## config.mk

```make
export PLATFORM = sky130hd
export DESIGN_NAME = store_narrow_unit
export DESIGN_NICKNAME = d
export VERILOG_FILES = /design/src/rtl/nachi_mem_pkg.sv /design/src/rtl/store_lane_align.sv /design/src/rtl/store_narrow_unit.sv
export SDC_FILE = /design/constraint.sdc
export NUM_CORES = 1
export LEC_CHECK = 0
export ABC_AREA = 1
export CORE_MARGIN = 10
export CORE_UTILIZATION = 50
export DETAILED_ROUTE_END_ITERATION = 10
export PLACE_DENSITY_LB_ADDON = 0.08
export SLEW_MARGIN = 40
export SYNTH_ARGS = -nofsm -noshare
export SYNTH_HDL_FRONTEND = slang
export SYNTH_HIERARCHICAL = 1
export SYNTH_SLANG_ARGS = --single-unit
```

## constraint.sdc

```tcl
create_clock -name clk -period 4.7 [get_ports clk]
set_clock_uncertainty 0.2 [all_clocks]
set_input_delay 1.41 -clock clk [delete_from_list [all_inputs] [get_ports clk]]
set_output_delay 1.41 -clock clk [all_outputs]
set_load 0.05 [all_outputs]
```

## src/rtl/nachi_mem_pkg.sv

```systemverilog
// Shared memory-path types: access sizes, store FSM states, word geometry.
// Latency: n/a (types and a pure helper function only).
// Backpressure: n/a.
package nachi_mem_pkg;

    typedef enum logic [1:0] {
        SZ_BYTE = 2'd0,
        SZ_HALF = 2'd1,
        SZ_WORD = 2'd2,
        SZ_ILL  = 2'd3
    } mem_size_e;

    typedef enum logic [1:0] {
        IDLE  = 2'd0,
        BEAT0 = 2'd1,
        BEAT1 = 2'd2
    } store_state_e;

    localparam int WORD_BYTES = 4;

    // True when the access crosses a word boundary and needs two beats.
    // A halfword at offset 1 still fits inside one word (lanes 1..2).
    function automatic logic is_misaligned(input mem_size_e size, input logic [1:0] off);
        case (size)
            SZ_HALF: return off == 2'd3;
            SZ_WORD: return off != 2'd0;
            default: return 1'b0;
        endcase
    endfunction

endpackage

```

## src/rtl/store_lane_align.sv

```systemverilog
// Steers a narrow store operand onto word byte lanes and builds byte enables.
// Latency: purely combinational.
// Backpressure: none; the caller holds inputs stable.
// Ports: size/off/data describe the store, beat selects first (0) or second (1)
//        beat of a split; be/wdata are the lane-steered outputs, split flags a
//        word-crossing access.
module store_lane_align
    import nachi_mem_pkg::*;
(
    input  mem_size_e   size,
    input  logic [1:0]  off,
    input  logic [31:0] data,
    input  logic        beat,
    output logic [3:0]  be,
    output logic [31:0] wdata,
    output logic        split
);

    logic [3:0] mask;
    logic [7:0] be_wide;
    logic [4:0] sh0;
    logic [5:0] sh1;

    always_comb begin
        mask = 4'b0000;
        case (size)
            SZ_BYTE: mask = 4'b0001;
            SZ_HALF: mask = 4'b0011;
            SZ_WORD: mask = 4'b1111;
            default: mask = 4'b0000;
        endcase

        // Shifting into an 8-lane window: low nibble is beat0, high nibble
        // holds whatever spilled into the next word (beat1).
        be_wide = {4'b0000, mask} << off;
        sh0     = {off, 3'b000};
        sh1     = 6'd32 - {1'b0, off, 3'b000};
        split   = is_misaligned(size, off);

        if (beat) begin
            be    = be_wide[7:4];
            wdata = data >> sh1;
        end else begin
            be = be_wide[3:0];
            case (size)
                SZ_BYTE: wdata = {4{data[7:0]}};
                // Offsets 0/2 replicate; offsets 1/3 need a true shift.
                SZ_HALF: wdata = off[0] ? (data << sh0) : {2{data[15:0]}};
                default: wdata = data << sh0;
            endcase
        end
    end

endmodule

```

## src/rtl/store_narrow_unit.sv

```systemverilog
// Narrows a register store to byte/half/word and writes it to word-aligned memory.
// Latency: accept at N -> first beat valid at N+1; done at N+2 (one beat) or N+3 (split).
// Backpressure: beats hold on mem_ready low; req_ready is high only in IDLE.
// Ports: req_* store request (valid/ready), mem_* write beat (valid/ready),
//        done/err single-cycle completion pulses.
// Build option: STORE_MISALIGN_SPLIT_EN splits word-crossing stores into two
//        beats; without it such stores are rejected with err.
module store_narrow_unit
    import nachi_mem_pkg::*;
#(
    parameter int ADDR_W       = 32,
    parameter int BEAT_TIMEOUT = 0
) (
    input  logic              clk,
    input  logic              rst_n,
    input  logic              req_valid,
    output logic              req_ready,
    input  logic [ADDR_W-1:0] req_addr,
    input  logic [31:0]       req_data,
    input  logic [1:0]        req_size,
    output logic              mem_valid,
    input  logic              mem_ready,
    output logic [ADDR_W-1:0] mem_addr,
    output logic [31:0]       mem_wdata,
    output logic [3:0]        mem_be,
    output logic              done,
    output logic              err
);

    localparam int TO_W    = (BEAT_TIMEOUT > 1) ? $clog2(BEAT_TIMEOUT) : 1;
    localparam int TO_LAST = (BEAT_TIMEOUT > 0) ? BEAT_TIMEOUT - 1 : 0;

    store_state_e state;
    mem_size_e    size_q;
    logic [1:0]   off_q;
    logic [31:0]  data_q;
    logic [TO_W-1:0] wait_cnt;
`ifdef STORE_MISALIGN_SPLIT_EN
    logic         split_q;
`endif

    mem_size_e    al_size;
    logic [1:0]   al_off;
    logic [31:0]  al_data;
    logic         al_beat;
    logic [3:0]   al_be;
    logic [31:0]  al_wdata;
    logic         al_split;
    logic         acc_legal;
    logic         timeout_hit;

    assign req_ready = (state == IDLE);

    // In IDLE the aligner looks at the incoming request (beat0); afterwards it
    // looks at the captured request to produce beat1.
    assign al_size = (state == IDLE) ? mem_size_e'(req_size) : size_q;
    assign al_off  = (state == IDLE) ? req_addr[1:0]          : off_q;
    assign al_data = (state == IDLE) ? req_data               : data_q;
    assign al_beat = (state != IDLE);

    store_lane_align u_align (
        .size  (al_size),
        .off   (al_off),
        .data  (al_data),
        .beat  (al_beat),
        .be    (al_be),
        .wdata (al_wdata),
        .split (al_split)
    );

`ifdef STORE_MISALIGN_SPLIT_EN
    assign acc_legal = (al_size != SZ_ILL);
`else
    assign acc_legal = (al_size != SZ_ILL) && !al_split;
`endif

    assign timeout_hit = (BEAT_TIMEOUT != 0) && (wait_cnt == TO_W'(TO_LAST));

    always_ff @(posedge clk or negedge rst_n) begin
        if (!rst_n) begin
            state     <= IDLE;
            mem_valid <= 1'b0;
            mem_addr  <= '0;
            mem_wdata <= '0;
            mem_be    <= '0;
            done      <= 1'b0;
            err       <= 1'b0;
            size_q    <= SZ_BYTE;
            off_q     <= '0;
            data_q    <= '0;
            wait_cnt  <= '0;
`ifdef STORE_MISALIGN_SPLIT_EN
            split_q   <= 1'b0;
`endif
        end else begin
            done <= 1'b0;
            err  <= 1'b0;
            case (state)
                IDLE: begin
                    wait_cnt <= '0;
                    if (req_valid) begin
                        if (acc_legal) begin
                            state     <= BEAT0;
                            mem_valid <= 1'b1;
                            mem_addr  <= {req_addr[ADDR_W-1:2], 2'b00};
                            mem_be    <= al_be;
                            mem_wdata <= al_wdata;
                            size_q    <= al_size;
                            off_q     <= req_addr[1:0];
                            data_q    <= req_data;
`ifdef STORE_MISALIGN_SPLIT_EN
                            split_q   <= al_split;
`endif
                        end else begin
                            err <= 1'b1;
                        end
                    end
                end
                BEAT0, BEAT1: begin
                    if (mem_ready) begin
                        wait_cnt <= '0;
`ifdef STORE_MISALIGN_SPLIT_EN
                        if (state == BEAT0 && split_q) begin
                            state     <= BEAT1;
                            mem_addr  <= mem_addr + ADDR_W'(WORD_BYTES);
                            mem_be    <= al_be;
                            mem_wdata <= al_wdata;
                        end else begin
                            state     <= IDLE;
                            mem_valid <= 1'b0;
                            done      <= 1'b1;
                        end
`else
                        state     <= IDLE;
                        mem_valid <= 1'b0;
                        done      <= 1'b1;
`endif
                    end else if (timeout_hit) begin
                        state     <= IDLE;
                        mem_valid <= 1'b0;
                        err       <= 1'b1;
                        wait_cnt  <= '0;
                    end else begin
                        wait_cnt <= wait_cnt + TO_W'(1);
                    end
                end
                default: begin
                    state     <= IDLE;
                    mem_valid <= 1'b0;
                end
            endcase
        end
    end

endmodule

```

## Word level (Yosys, flattened, before mapping)

Index checks and enable logic that the tools add are counted.

| operators by class | value |
|---|---|
| multiplexer cells | 22 |
| shift operators | 3 |
| reductions and logical operators | 9 |
| add/subtract/negate cells | 1 |
| eq/ne operators | 9 |

Operators by type and width:

| cell | number |
|---|---|
| $mux 32 | 3 |
| $pmux 32 s2 | 1 |
| $shl 32x5->32 | 1 |
| $shr 32x6->32 | 1 |
| $pmux 4 s3 | 1 |
| $mux 2 | 5 |
| $mux 1 | 8 |
| $shl 4x2->8 | 1 |
| $eq 2x2->1 const B | 3 |
| $ne 2x2->1 const B | 3 |
| $reduce_and 3->1 | 2 |
| $sub 6x5->6 const A | 1 |
| $eq 2x1->1 const B | 2 |
| $logic_not 2->1 | 2 |
| $mux 4 | 1 |
| $pmux 1 s2 | 2 |
| $pmux 2 s2 | 1 |
| $reduce_bool 2->1 | 2 |
| $ne 2x1->1 const B | 1 |
| $reduce_or 2->1 | 1 |
| $logic_and 1x1->1 | 1 |
| $logic_not 1->1 | 1 |

| storage, ports and cells | value |
|---|---|
| output and inout port bits | 72 |
| bits in registers | 107 |

## Longest topological paths before layout

| depth | value |
|---|---|
| word-level depth | 9 |
| mapped depth | 17 |
| depth with buffers taken out | 14 |

## Cells and area by module

Netlist, hierarchy kept.

Modules (own cells, without submodules):

| module | instances | cells an instance | area each (um2) |
|---|---|---|---|
| store_narrow_unit | 1 | 584 | 4779.6 |
| store_lane_align | 1 | 412 | 1896.8 |

## Least setup slack after synthesis

Ideal clock, no wire load.

| timing | value |
|---|---|
| kind | input to register |
| start point | in req_addr[1] |
| end point | reg data_q[31] |
| arrival | 3016 ps |
| setup slack | 1418 ps |
| buffers on the path | 3 |
| setup time | 67 ps |
| stages on the path | 13 |
| cell sequence | nand2_1 nand2_1 inv_2 buf_2 ha_1 inv_1 nand2_1 a21oi_1 inv_1 clkbuf_1 clkbuf_1 nand4_1 nand2_1 |

| on the way | value |
|---|---|
| longest elaborated chain between the ends | 6 |

Ends and longest elaborated chain:

| what | line | RTL |
|---|---|---|
| from (decl) | store_narrow_unit.sv:18 | `input logic [ADDR_W-1:0] req_addr,` |
| $mux 2 (*) | store_narrow_unit.sv:57 | `assign al_off = (state == IDLE) ? req_addr[1:0] : off_q;` |
| net al_off[1] | store_narrow_unit.sv:43 | `logic [1:0] al_off;` |
| $eq 2x2->1 or $reduce_bool 2->1 (tied branches) | nachi_mem_pkg.sv:25, nachi_mem_pkg.sv:26 |  |
| $pmux 1 s2 (*) | nachi_mem_pkg.sv:24 | `case (size)` |
| net al_split | store_narrow_unit.sv:48 | `logic al_split;` |
| $logic_not 1->1 (*) | store_narrow_unit.sv:74 | `assign acc_legal = (al_size != SZ_ILL) && !al_split;` |
| $logic_and 1x1->1 (*) | store_narrow_unit.sv:74 |  |
| $reduce_and 3->1 (no source line) (*) | n/a |  |
| to (signal assigned) | store_narrow_unit.sv:110 | `data_q <= req_data;` |
| to (decl) | store_narrow_unit.sv:36 | `logic [31:0] data_q;` |

Mark *: on every way through the listed nets, which the timed path passes. The rest lies on a longest branch.
A chain may end at the register's enable or synchronous reset.

## Worst setup path in the final report

| timing | value |
|---|---|
| start point | in req_size[1] |
| end point | reg mem_wdata[30] |

RTL lines:

| what | line | RTL |
|---|---|---|
| from (decl) | store_narrow_unit.sv:20 | `input logic [1:0] req_size,` |
| $mux 2 (*) | store_narrow_unit.sv:56 | `assign al_size = (state == IDLE) ? mem_size_e'(req_size) : size_q;` |
| net al_size[1] | store_narrow_unit.sv:42 | `mem_size_e al_size;` |
| $eq 2x1->1 or $logic_not 2->1 (tied branches) | store_lane_align.sv:45 | `case (size)` |
| $pmux 32 s2 (*) | store_lane_align.sv:45 |  |
| $mux 32 (*) | store_lane_align.sv:40 | `if (beat) begin` |
| net al_wdata[30] | store_narrow_unit.sv:47 | `logic [31:0] al_wdata;` |
| to (signal assigned) | store_narrow_unit.sv:107 | `mem_wdata <= al_wdata;` |
| to (decl) | store_narrow_unit.sv:24 | `output logic [31:0] mem_wdata,` |

Marked as above.

==> run summary <==
The global-route wire length before repair was 33700 microns; the number of port buffers was 139. By area the synthesized netlist is led by dfrtp_1 (39%), nand2_1 (30%), nand4_1 (9.6%), nand3_1 (3.8%), o21ai_0 (2.7%). The count of cells resized by post-cts repair is 0, and the peak per-stage delay on the critical path is 460 ps. The synthesized flop and latch total was 105; the clock network latency to the later pin of the worst-skew pair was 360 ps.

Setup violations remaining at the end of the flow were counted as 0. In this run the number of H-tree levels came out at 3. The wire length per cell was 16.5 microns; the number of vias in the routed layout was 6889.

Data arrives at the worst endpoint at 3780 ps. For the area taken by multi-input logic gates, the log shows 0.00346 sq mm. Entering global routing, the biggest net connects 104 pins.

Worst hold-check path type: flip-flop to flip-flop. The tools report the iteration count of the initial detailed-routing pass as 6. The slowest stage of the critical path belongs to the cell clkdlybuf4s50_1. Width of the chip: 136 microns. After clock tree synthesis, the clock-pin slew on the worst setup and hold paths is 70 ps.

After detailed placement, the total cell area comes to 0.00806 sq mm. IR analysis of the VDD net gives a maximum drop of 429 uV. The library cell used most frequently in the layout, excluding fill and tap cells, is nand2_1. The number of hold violations in the final report is 0. The run gives 1010 ps as the final worst slack. The flow ran to the end, and the final reports show no timing, DRC or antenna violations. 0 antenna diodes ended up in the layout. During synthesis, Yosys emitted a total of 6 warnings. The post-synthesis async set-or-reset flop share works out to 1.00.

The final cycle utilization of the critical path was 0.784. The total power per unit cell area was 811 mW/mm^2. For the final weighted congestion in routability-driven placement, the log shows 0.952. The critical path goes through clkdlybuf4s50_1 > nand2_1 > nand2_1 > inv_1 > ha_1 > o21ai_2 > buf_4 > nand3_1 > nand2_1 > nand2_1 > nand2_1 > nand4_1 > nand2_1. The tools report the maximum buffer depth of the clock tree as 2. The static leakage was 4.43 nW; the pre-CTS worst setup slack was 696 ps. Max-cap check violation count: 0.

The overall global routing resource usage came out at 0.226. For this block, the routed nets add up to 21000 microns of wire. The die is 136 microns tall. The starting density of the core was 0.508; the post-route cell area was 0.00837 sq mm. The measured slew at the worst slew-check pin came out at 735 ps.

The maximum clock frequency came out at 0.271 GHz. In the final layout, flip-flops and latches occupy 0.00263 sq mm. After routing, the total negative slack on setup checks comes to 0 ps.

The share of the yosys chip area belonging to registers is 0.394. The endpoint kind of the worst setup timing path is a flip-flop. The detail route stage leaves a number of antenna-violating nets equal to 0.

Subtracting the final worst setup slack from the clock period gives 3690 ps. In this run the mean area of a mapped cell was 6.70 sq um. The die covers 0.0184 sq mm. TritonCTS built the clock tree. Setup slack on the worst reg-to-reg path comes out at 1610 ps. Synthesis produced a netlist whose cell count is 996.

Number of rows created at floorplan: 42. Initial antenna violation count: 0. For the worst setup path, the data required time is 4800 ps.

In this run the worst path has a maximum fanout of 11. In the synthesized netlist the dominant register cell turns out to be dfrtp_1. The top cell types in the final layout, fill and taps aside, are nand2_1 (526), clkdlybuf4s50_1 (138), dfrtp_1 (105).

The tree built by TritonCTS fans out to 105 sinks. Detailed placement finished with a half-perimeter wire length of 14100 microns. Buffers added to address setup during post-CTS repair amount to 0.

The fraction of final layout cells with drive strength greater than 1 was 0.0440; the fraction of post-synthesis cell area in the top cell type by area was 0.394. The worst setup path is of the input port to flip-flop kind. Number of buffers inserted for hold repair after clock tree synthesis: 0. Clock tree synthesis selected as its root buffer the cell clkbuf_16.

Among the stages of the critical path, the cell type that occurs most often is nand2_1. Counting flops with a built-in enable in the synthesized netlist gives 0. The mapped netlist covers 0.00668 sq mm. Setup repair after global routing left no endpoint under its margin.

For this run, the post-layout net count is 1164. Area added between synthesis and finish: 25.3%. The number of max-slew violations in the final report was 0. The nature of the critical path startpoint was an input port. The number of clock buffers added by TritonCTS is 9. The run gives 6314 as the via count of the first global-routing pass. 142 I/O pins were placed. Global routing finished with a remaining overflow of 0. Distinct cell type count after synthesis: 30. For the number of fill cells in the layout, the log shows 1265. In this run, the number of DRC markers left after iteration 0 of detailed routing was 680.

Area inside the core boundary: 0.0131 sq mm. The largest total area in the synthesized netlist belongs to dfrtp_1. Worst max-slew margin expressed relative to the limit: 0.510. After detailed routing, the number of remaining DRC violations is 0. Using the TritonRoute via totals, the vias-per-cell ratio works out to 5.43.
worst paths after layout:
kind                              start            end  depth (start not counted)
hold / removal             mem_wdata[9]   mem_wdata[9]                          2
min in group asynchronous         rst_n      data_q[5]                          1
max in group asynchronous         rst_n  mem_wdata[31]                          2
hold reg to reg            mem_wdata[9]   mem_wdata[9]                          2
setup / recovery            req_size[1]  mem_wdata[30]                         13
setup reg to reg              mem_valid  mem_wdata[30]                         13
Yosys cell counts (4+ instances only):
| cell | number |
|---|---|
| o21ai_0 | 36 |
| ha_1 | 7 |
| nand4_1 | 102 |
| buf_4 | 19 |
| dfrtp_1 | 105 |
| a22oi_1 | 8 |
| clkbuf_1 | 21 |
| a21boi_0 | 9 |
| nor2_1 | 11 |
| nand2_2 | 4 |
| nand2_1 | 526 |
| nand3_1 | 51 |
| inv_1 | 43 |
| buf_2 | 30 |
state kept, by name (all words and copies together), names as in the netlist:
name and cells:
data_q 32, mem_wdata 32, mem_addr 30, mem_be 4, off_q 2, size_q 2
done 1, err 1, mem_valid 1
kinds of logic (layout without fill, tap and decap cells):
kind of cell,after synthesis,after routing,synth area share
fa+ha+maj,7,7,0.0131
flops,105,105,0.394
simple gates,698,698,0.446
buf+inv,124,219,0.0911
compound gates,61,61,0.0557
other cells,1,2,0.000562
metal layers:
metal  vias up  track usage  wire [microns]
met1      3140        0.324            9350
met4         0       0.0813             434
met5         -            0               0
li1       3408            -               -
met2       314        0.326            9210
met3        27       0.0464            1960
area by class of cell:
class,count,area share
clock inverter,6,0.00793
timing repair buffer,156,0.189
tap,176,0.0263
sequential,105,0.314
multi-input combinational,768,0.413
clock buffer,10,0.0286
inverter,47,0.0211
through the flow:
step                      utilization  hold WS (ps)  total power [mW]  std cells
after CTS                       0.637           275              6.77       1268
after floorplan                     -           242              4.75        997
after global placement          0.614           253              5.94       1252
final                           0.637           270              6.78       1268
after detailed placement        0.614           258              5.98       1252
after global routing            0.637           289              7.32       1268
worst max-delay path, delay by kind of cell:
| family | cells | cell delay, ps |
|---|---|---|
| fa+ha+maj | 1 | 380 |
| buf+inv | 3 | 830 |
| compound gates | 1 | 420 |
| simple gates | 8 | 750 |
where the power goes:
group          switching [mW]  total [mW]  internal (mW)  leakage, nW
sequential              0.212        1.51           1.30         1.33
combinational            3.14        4.49           1.35         2.95
clock                   0.354       0.784          0.430        0.153
Note: power is estimated with default switching activity, not from simulation.
